[config.mk]
export PLATFORM = sky130hd
export DESIGN_NAME = link_rx
export DESIGN_NICKNAME = d
export VERILOG_FILES = /design/src/rtl/link_rx.sv
export SDC_FILE = /design/constraint.sdc
export NUM_CORES = 1
export LEC_CHECK = 0
export BUFFER_PORTS_ARGS = -buffer_cell sky130_fd_sc_hd__buf_2
export CAP_MARGIN = 20
export CORE_ASPECT_RATIO = 2
export CORE_UTILIZATION = 53
export CTS_BUF_LIST = sky130_fd_sc_hd__clkbuf_4 sky130_fd_sc_hd__clkbuf_8 sky130_fd_sc_hd__clkbuf_16
export DETAILED_ROUTE_END_ITERATION = 12
export GPL_ROUTABILITY_DRIVEN = 0
export HOLD_SLACK_MARGIN = 0.06
export PLACE_DENSITY_LB_ADDON = 0.2
export SLEW_MARGIN = 15
export SYNTH_ARGS = -nofsm -noshare
export SYNTH_HDL_FRONTEND = slang
export SYNTH_SLANG_ARGS = --single-unit
[constraint.sdc]
create_clock -name clk -period 1.7 [get_ports clk]
set_input_delay 0 -clock clk [delete_from_list [all_inputs] [get_ports clk]]
set_output_delay 0 -clock clk [all_outputs]
set_load 0.05 [all_outputs]
[src/rtl/link_rx.sv]
// link_rx: receive stage of the inter-board link.
// Raw peer lines are synchronised, glitch-filtered and turned into clean
// ready levels plus a held throw event (valid/ack) with captured power.

// Stability filter: output follows the synchronised input once the input
// has held one value, different from the output, for STABLE_CYCLES edges.
module link_rx_filter #(
    parameter int W             = 1,
    parameter int STABLE_CYCLES = 4
) (
    input  logic         clk,
    input  logic         rst,
    input  logic [W-1:0] d,
    output logic [W-1:0] q
);
    localparam int CW = $clog2(STABLE_CYCLES + 1);

    logic [W-1:0]  q_r;
    logic [W-1:0]  cand_r;
    logic [CW-1:0] cnt_r;
    logic [CW-1:0] run_s;

    // Length of the current run of identical samples that differ from the output
    always_comb begin
        run_s = '0;
        if (d == q_r) begin
            run_s = '0;
        end else if ((d == cand_r) && (cnt_r != '0)) begin
            run_s = cnt_r + CW'(1'b1);
        end else begin
            run_s = CW'(1'b1);
        end
    end

    // Run counter, candidate value and filtered output registers
    always_ff @(posedge clk or posedge rst) begin
        if (rst) begin
            q_r    <= '0;
            cand_r <= '0;
            cnt_r  <= '0;
        end else if (d == q_r) begin
            cnt_r <= '0;
        end else if (run_s == CW'(STABLE_CYCLES)) begin
            q_r   <= d;
            cnt_r <= '0;
        end else begin
            cnt_r  <= run_s;
            cand_r <= d;
        end
    end

    assign q = q_r;
endmodule

module link_rx #(
    parameter int SYNC_STAGES   = 2,
    parameter int STABLE_CYCLES = 4
) (
    input  logic       clk,
    input  logic       rst,
    input  logic       in_player1_ready,
    input  logic       in_player2_ready,
    input  logic [4:0] in_power,
    input  logic       in_throw_flag,
    input  logic       throw_ack,
    output logic       player1_ready,
    output logic       player2_ready,
    output logic       throw_valid,
    output logic [4:0] throw_power,
    output logic       overrun
);
    localparam int SETTLE = SYNC_STAGES + STABLE_CYCLES;
    localparam int SW     = $clog2(SETTLE + 1);

    typedef enum logic [1:0] {
        WAIT_LOW = 2'd0,
        ARMED    = 2'd1,
        PENDING  = 2'd2,
        HOLD     = 2'd3
    } state_t;

    logic [7:0]                   raw_s;
    logic [SYNC_STAGES-1:0][7:0]  sync_r;
    logic [7:0]                   sync_s;
    logic                         p1_f_s;
    logic                         p2_f_s;
    logic                         throw_f_s;
    logic [4:0]                   power_f_s;
    logic                         throw_f_d_r;
    logic                         rise_s;
    logic [SW-1:0]                settle_cnt_r;
    logic                         settle_done_s;
    state_t                       state_r;
    state_t                       state_nxt_s;
    logic                         valid_r;
    logic [4:0]                   power_r;
    logic                         overrun_r;
    logic                         valid_nxt_s;
    logic [4:0]                   power_nxt_s;
    logic                         overrun_nxt_s;

    assign raw_s  = {in_power, in_throw_flag, in_player2_ready, in_player1_ready};
    assign sync_s = sync_r[SYNC_STAGES-1];

    // Per-line synchroniser chains for all eight raw peer lines
    always_ff @(posedge clk or posedge rst) begin
        if (rst) begin
            sync_r <= '0;
        end else begin
            sync_r <= {sync_r[SYNC_STAGES-2:0], raw_s};
        end
    end

    link_rx_filter #(.W(1), .STABLE_CYCLES(STABLE_CYCLES)) u_f_p1 (
        .clk(clk), .rst(rst), .d(sync_s[0]), .q(p1_f_s)
    );
    link_rx_filter #(.W(1), .STABLE_CYCLES(STABLE_CYCLES)) u_f_p2 (
        .clk(clk), .rst(rst), .d(sync_s[1]), .q(p2_f_s)
    );
    link_rx_filter #(.W(1), .STABLE_CYCLES(STABLE_CYCLES)) u_f_throw (
        .clk(clk), .rst(rst), .d(sync_s[2]), .q(throw_f_s)
    );
    // Power is filtered as one bus so a change on any bit restarts the count
    link_rx_filter #(.W(5), .STABLE_CYCLES(STABLE_CYCLES)) u_f_power (
        .clk(clk), .rst(rst), .d(sync_s[7:3]), .q(power_f_s)
    );

    assign rise_s        = throw_f_s & ~throw_f_d_r;
    assign settle_done_s = (settle_cnt_r == SW'(SETTLE));

    // Delayed throw flag for edge detect and post-reset settle counter
    always_ff @(posedge clk or posedge rst) begin
        if (rst) begin
            throw_f_d_r  <= 1'b0;
            settle_cnt_r <= '0;
        end else begin
            throw_f_d_r <= throw_f_s;
            if (!settle_done_s) begin
                settle_cnt_r <= settle_cnt_r + SW'(1'b1);
            end else begin
                settle_cnt_r <= settle_cnt_r;
            end
        end
    end

    // Throw FSM state register
    always_ff @(posedge clk or posedge rst) begin
        if (rst) begin
            state_r <= WAIT_LOW;
        end else begin
            state_r <= state_nxt_s;
        end
    end

    // Throw FSM next state; a flag already high after reset must drop first
    always_comb begin
        state_nxt_s = state_r;
        case (state_r)
            WAIT_LOW: begin
                if (settle_done_s && !throw_f_s) begin
                    state_nxt_s = ARMED;
                end else begin
                    state_nxt_s = WAIT_LOW;
                end
            end
            ARMED: begin
                if (rise_s) begin
                    state_nxt_s = PENDING;
                end else begin
                    state_nxt_s = ARMED;
                end
            end
            PENDING: begin
                if (throw_ack && !rise_s) begin
                    state_nxt_s = throw_f_s ? HOLD : ARMED;
                end else begin
                    state_nxt_s = PENDING;
                end
            end
            HOLD: begin
                if (!throw_f_s) begin
                    state_nxt_s = ARMED;
                end else begin
                    state_nxt_s = HOLD;
                end
            end
            default: state_nxt_s = WAIT_LOW;
        endcase
    end

    // Next values of the registered throw outputs
    always_comb begin
        valid_nxt_s   = valid_r;
        power_nxt_s   = power_r;
        overrun_nxt_s = overrun_r;
        case (state_r)
            ARMED: begin
                if (rise_s) begin
                    valid_nxt_s = 1'b1;
                    power_nxt_s = power_f_s;
                end else begin
                    valid_nxt_s = valid_r;
                end
            end
            PENDING: begin
                if (throw_ack && rise_s) begin
                    power_nxt_s = power_f_s;
                end else if (throw_ack) begin
                    valid_nxt_s = 1'b0;
                end else if (rise_s) begin
                    overrun_nxt_s = 1'b1;
                end else begin
                    valid_nxt_s = valid_r;
                end
            end
            default: begin
                valid_nxt_s = valid_r;
            end
        endcase
    end

    // Registered throw outputs
    always_ff @(posedge clk or posedge rst) begin
        if (rst) begin
            valid_r   <= 1'b0;
            power_r   <= 5'd0;
            overrun_r <= 1'b0;
        end else begin
            valid_r   <= valid_nxt_s;
            power_r   <= power_nxt_s;
            overrun_r <= overrun_nxt_s;
        end
    end

    assign player1_ready = p1_f_s;
    assign player2_ready = p2_f_s;
    assign throw_valid   = valid_r;
    assign throw_power   = power_r;
    assign overrun       = overrun_r;
endmodule
==> results.md <==
- Class of the worst hold path: in2async
- Critical Path Start Type: register
- Via count: 1565
- Psw: 0.00122 W
- Worst-path clk slew: 0.06 ns
- Clock power frac: 31.7%
- DP Worst Slack: -0.267 ns
- Syn_nets: 217
- Final Hold Fails: 0
- Initial antenna violation count: 0
- Cell chain of the critical path: ha_2, xor2_1, nand3b_1, nor3_4, or2_4, mux2_4
- # IOs: 20
- Yosys cell types: 29
- Period utilization: 103%
- RSZ-0062 raised after global routing: yes
- EDFF count, synth: 0
- Post-route ant nets: 0
- Synth top cells by count: 57 x dfrtp_1, 19 x nor2_1, 16 x mux2_2
- PortBufs: 19
- DRT iter0 DRCs: 18
- Clock Latency Late Sink: 0.33 ns
- Reg-to-reg startpoint: u_f_power.cnt_r[0]$_DFF_PP0_
- WP data required: 1.91 ns
- Worst-Margin Slew: 0.536 ns
- P_leak: 1.49 nW
- Final Skew: 0.00473 ns
- Most frequent cell after synthesis: dfrtp_1
- Sw Ratio: 31.0%
- Die H: 97.5 µm
- Largest net degree at the start of global routing: 34
- DRC: 0
- Area leader, netlist: dfrtp_1
- First-pass GRT wire length: 7530 µm
- Setup-failing EPs final: 10
- Width of the die: 49.8 µm
- Core Region: 4340 µm²
- Share of cells above drive strength 1: 32.8%
- Post-synthesis mux area share: 10.6%
- Final non-filler cell total: 307
- Failing checks: setup timing
- Ys async rst share: 100%
- Post-Syn Area per Cell: 12.3 µm²
- Critical path's slowest cell: dfrtp_1
- Clk root buf: clkbuf_8
- Fill count: 349
- GRT Overall Usage: 21.7%
- Synthesized cell area: 2420 µm²
- Post-synthesis adder-cell area fraction: 5.18%
- Main combinational cell family by area after synthesis: simple AND/OR/NAND/NOR gates
- Flop2flop setup slack: -0.06 ns
- WS Path Type: reg2reg
- Sequential power share: 43.9%
- Data arrival, critical path: 1.97 ns
- Fin crit period: 1.76 ns
- XOR/XNOR Fraction of Synth Area: 6.52%
- Ranking of synthesized cells by area: dfrtp_1 59%, mux2_2 7.5%, ha_1 5.2%, xnor2_1 4.3%, mux2_4 3.1%
- Synth Area in Simple Gates: 11.3%
- Post-Route WL: 4360 µm
- Setup tns final: -0.483 ns
- Placed Cells: 275
- CTS buffer count: 9
- Post-detail-place hpwl: 3050 µm
- Seq/Total Area, Yosys: 59.0%
- Effective utilization at floorplan: 55.7%
- F_max: 569 MHz
- Vias in the first global route: 1728
- Layout net count: 269
- CTS tree: built
- CP endpoint kind: register
- Synth-to-Final Area Change: 25.7%
- GRT overflow: 0
- Ys flop type: dfrtp_1
- DR vias/cell: 5.10
- Ys Warns: 0
- PD cells: 1300 nW/µm²
- Post-synthesis instance total: 196
- Final WS setup: -0.0584 ns
- CP Max Fanout: 5
- Reg2reg path depth: 6
- Die area: 4850 µm²
- Int Pwr: 0.00272 W
- Synth top area share: 59.0%
- Slew Viols, Final: 0
- Register bit total from synthesis: 57
- Status: complete, but fails checks
- Max_cap viols: 0
- Slew margin rel.: 64.2%
- FP Rows: 34
- Ant. Diodes: 0
- Reg2reg end: u_f_power.cand_r[0]$_DFFE_PP0P_
- Longest Clk Path Bufs: 2
- CP max stage delay: 0.41 ns
- Sink Count: 57
- DR WL/cell: 14.2 µm
- # H-tree levels: 3
- Comb power frac: 24.4%
- Hold WS: 0.260 ns
- Maximum VDD drop: 0.00101 V
- Drt pass-1 iters: 4
- Post-synthesis compound-gate area fraction: 4.92%
-- through the flow --
| stage | utilization [%] | power (W) | cell area (µm²) |
|---|---|---|---|
| after floorplan | - | 0.00243 | 2420 |
| after global placement | 60.8 | 0.00259 | 2640 |
| final | 70.0 | 0.00395 | 3040 |
| after CTS | 69.7 | 0.00399 | 3020 |
| after detailed placement | 60.8 | 0.00268 | 2640 |
| after global routing | 70.0 | 0.00421 | 3040 |
-- how the worst max path moves through the flow --
stage                                             from                         endpoint  slack, ns
after global routing      u_f_power.cnt_r[0]$_DFF_PP0_       u_f_power.q[1]$_DFFE_PP0P_      -0.11
after global placement    u_f_power.cnt_r[0]$_DFF_PP0_  u_f_power.cand_r[2]$_DFFE_PP0P_      -0.12
after floorplan           u_f_power.cnt_r[0]$_DFF_PP0_  u_f_power.cand_r[0]$_DFFE_PP0P_      -0.15
after CTS                 u_f_power.cnt_r[0]$_DFF_PP0_  u_f_power.cand_r[3]$_DFFE_PP0P_      -0.05
final                     u_f_power.cnt_r[0]$_DFF_PP0_  u_f_power.cand_r[0]$_DFFE_PP0P_      -0.06
after detailed placement  u_f_power.cnt_r[0]$_DFF_PP0_  u_f_power.cand_r[0]$_DFFE_PP0P_      -0.27
-- power by group through the flow --
stage          Clock (W)  Combinational, W  Sequential [W]
4_1_cts          0.00129          0.000970         0.00173
3_5_place_dp           0          0.000925         0.00175
3_3_place_gp           0          0.000861         0.00173
2_1_floorplan          0          0.000601         0.00183
6_report         0.00125          0.000965         0.00173
5_1_grt          0.00136           0.00109         0.00176
-- sequential cells by signal, indices dropped and copies added (netlist names) --
signal and cells:
overrun 1, settle_cnt_r 3, state_r 2, sync_r 8, sync_s 8, throw_f_d_r 1, throw_power 5, throw_valid 1
u_f_p1.cand_r 1, u_f_p1.cnt_r 3, u_f_p1.q 1, u_f_p2.cand_r 1, u_f_p2.cnt_r 3, u_f_p2.q 1, u_f_power.cand_r 5, u_f_power.cnt_r 3
u_f_power.q 5, u_f_throw.cand_r 1, u_f_throw.cnt_r 3, u_f_throw.q 1
-- routing by layer --
metal  wire length [µm]  track usage, %
met5                  0               0
met1               1580            21.3
met3                126            7.20
met4                 87            11.9
met2               2570            38.3
-- cell usage in the layout (no fill, tap or decap), types with 2 or more instances in the layout --
| master | n |
|---|---|
| ha_1 | 8 |
| xnor2_1 | 10 |
| a31oi_1 | 3 |
| dlygate4sd3_1 | 10 |
| and3_1 | 3 |
| buf_2 | 19 |
| clkbuf_8 | 10 |
| buf_4 | 13 |
| a21oi_1 | 5 |
| nand2_1 | 14 |
| nand3_1 | 5 |
| mux2_2 | 16 |
| mux2_4 | 5 |
| nor2_1 | 19 |
| a21o_1 | 2 |
| inv_2 | 2 |
| nand2b_1 | 3 |
| inv_1 | 10 |
| xor2_1 | 6 |
| xnor2_2 | 2 |
| o21ai_0 | 8 |
| dfrtp_1 | 57 |
| clkinv_2 | 2 |
| clkbuf_4 | 3 |
-- critical path: cells and delay by family, from the launching register on --
| family | cells | cell delay [ns] |
|---|---|---|
| flip-flops | 1 | 0.41 |
| adder cells (fa/ha/maj) | 1 | 0.19 |
| XOR/XNOR | 1 | 0.18 |
| multiplexers | 1 | 0.31 |
| AND/OR/NAND/NOR | 3 | 0.53 |
-- logic make-up after synthesis --
| group | after synthesis |
|---|---|
| buffers and inverters | 14 |
| AO/OA/AOI/OAI | 21 |
| adder cells (fa/ha/maj) | 10 |
| multiplexers | 21 |
| AND/OR/NAND/NOR | 55 |
| flip-flops | 57 |
| XOR/XNOR | 18 |
-- area by class of cell --
class | count | area (µm²) | share of cell area, %
sequential | 57 | 1430 | 46.9
multi-input combinational | 125 | 987 | 32.5
timing repair buffer | 43 | 313 | 10.3
clock buffer | 13 | 160 | 5.27
tap | 54 | 67.6 | 2.22
inverter | 12 | 45.0 | 1.48
clock inverter | 3 | 40.0 | 1.32
-- what timing repair did --
action | 4_1_cts | 5_1_grt
hold endpoints to repair | 35 | 0
pin swaps | 6 | 2
setup buffers | 7 | 0
gates resized for setup | 6 | 5
hold buffers | 10 | 0
setup endpoints to repair | 10 | 11
No activity file was read; power rests on OpenSTA's default activity.
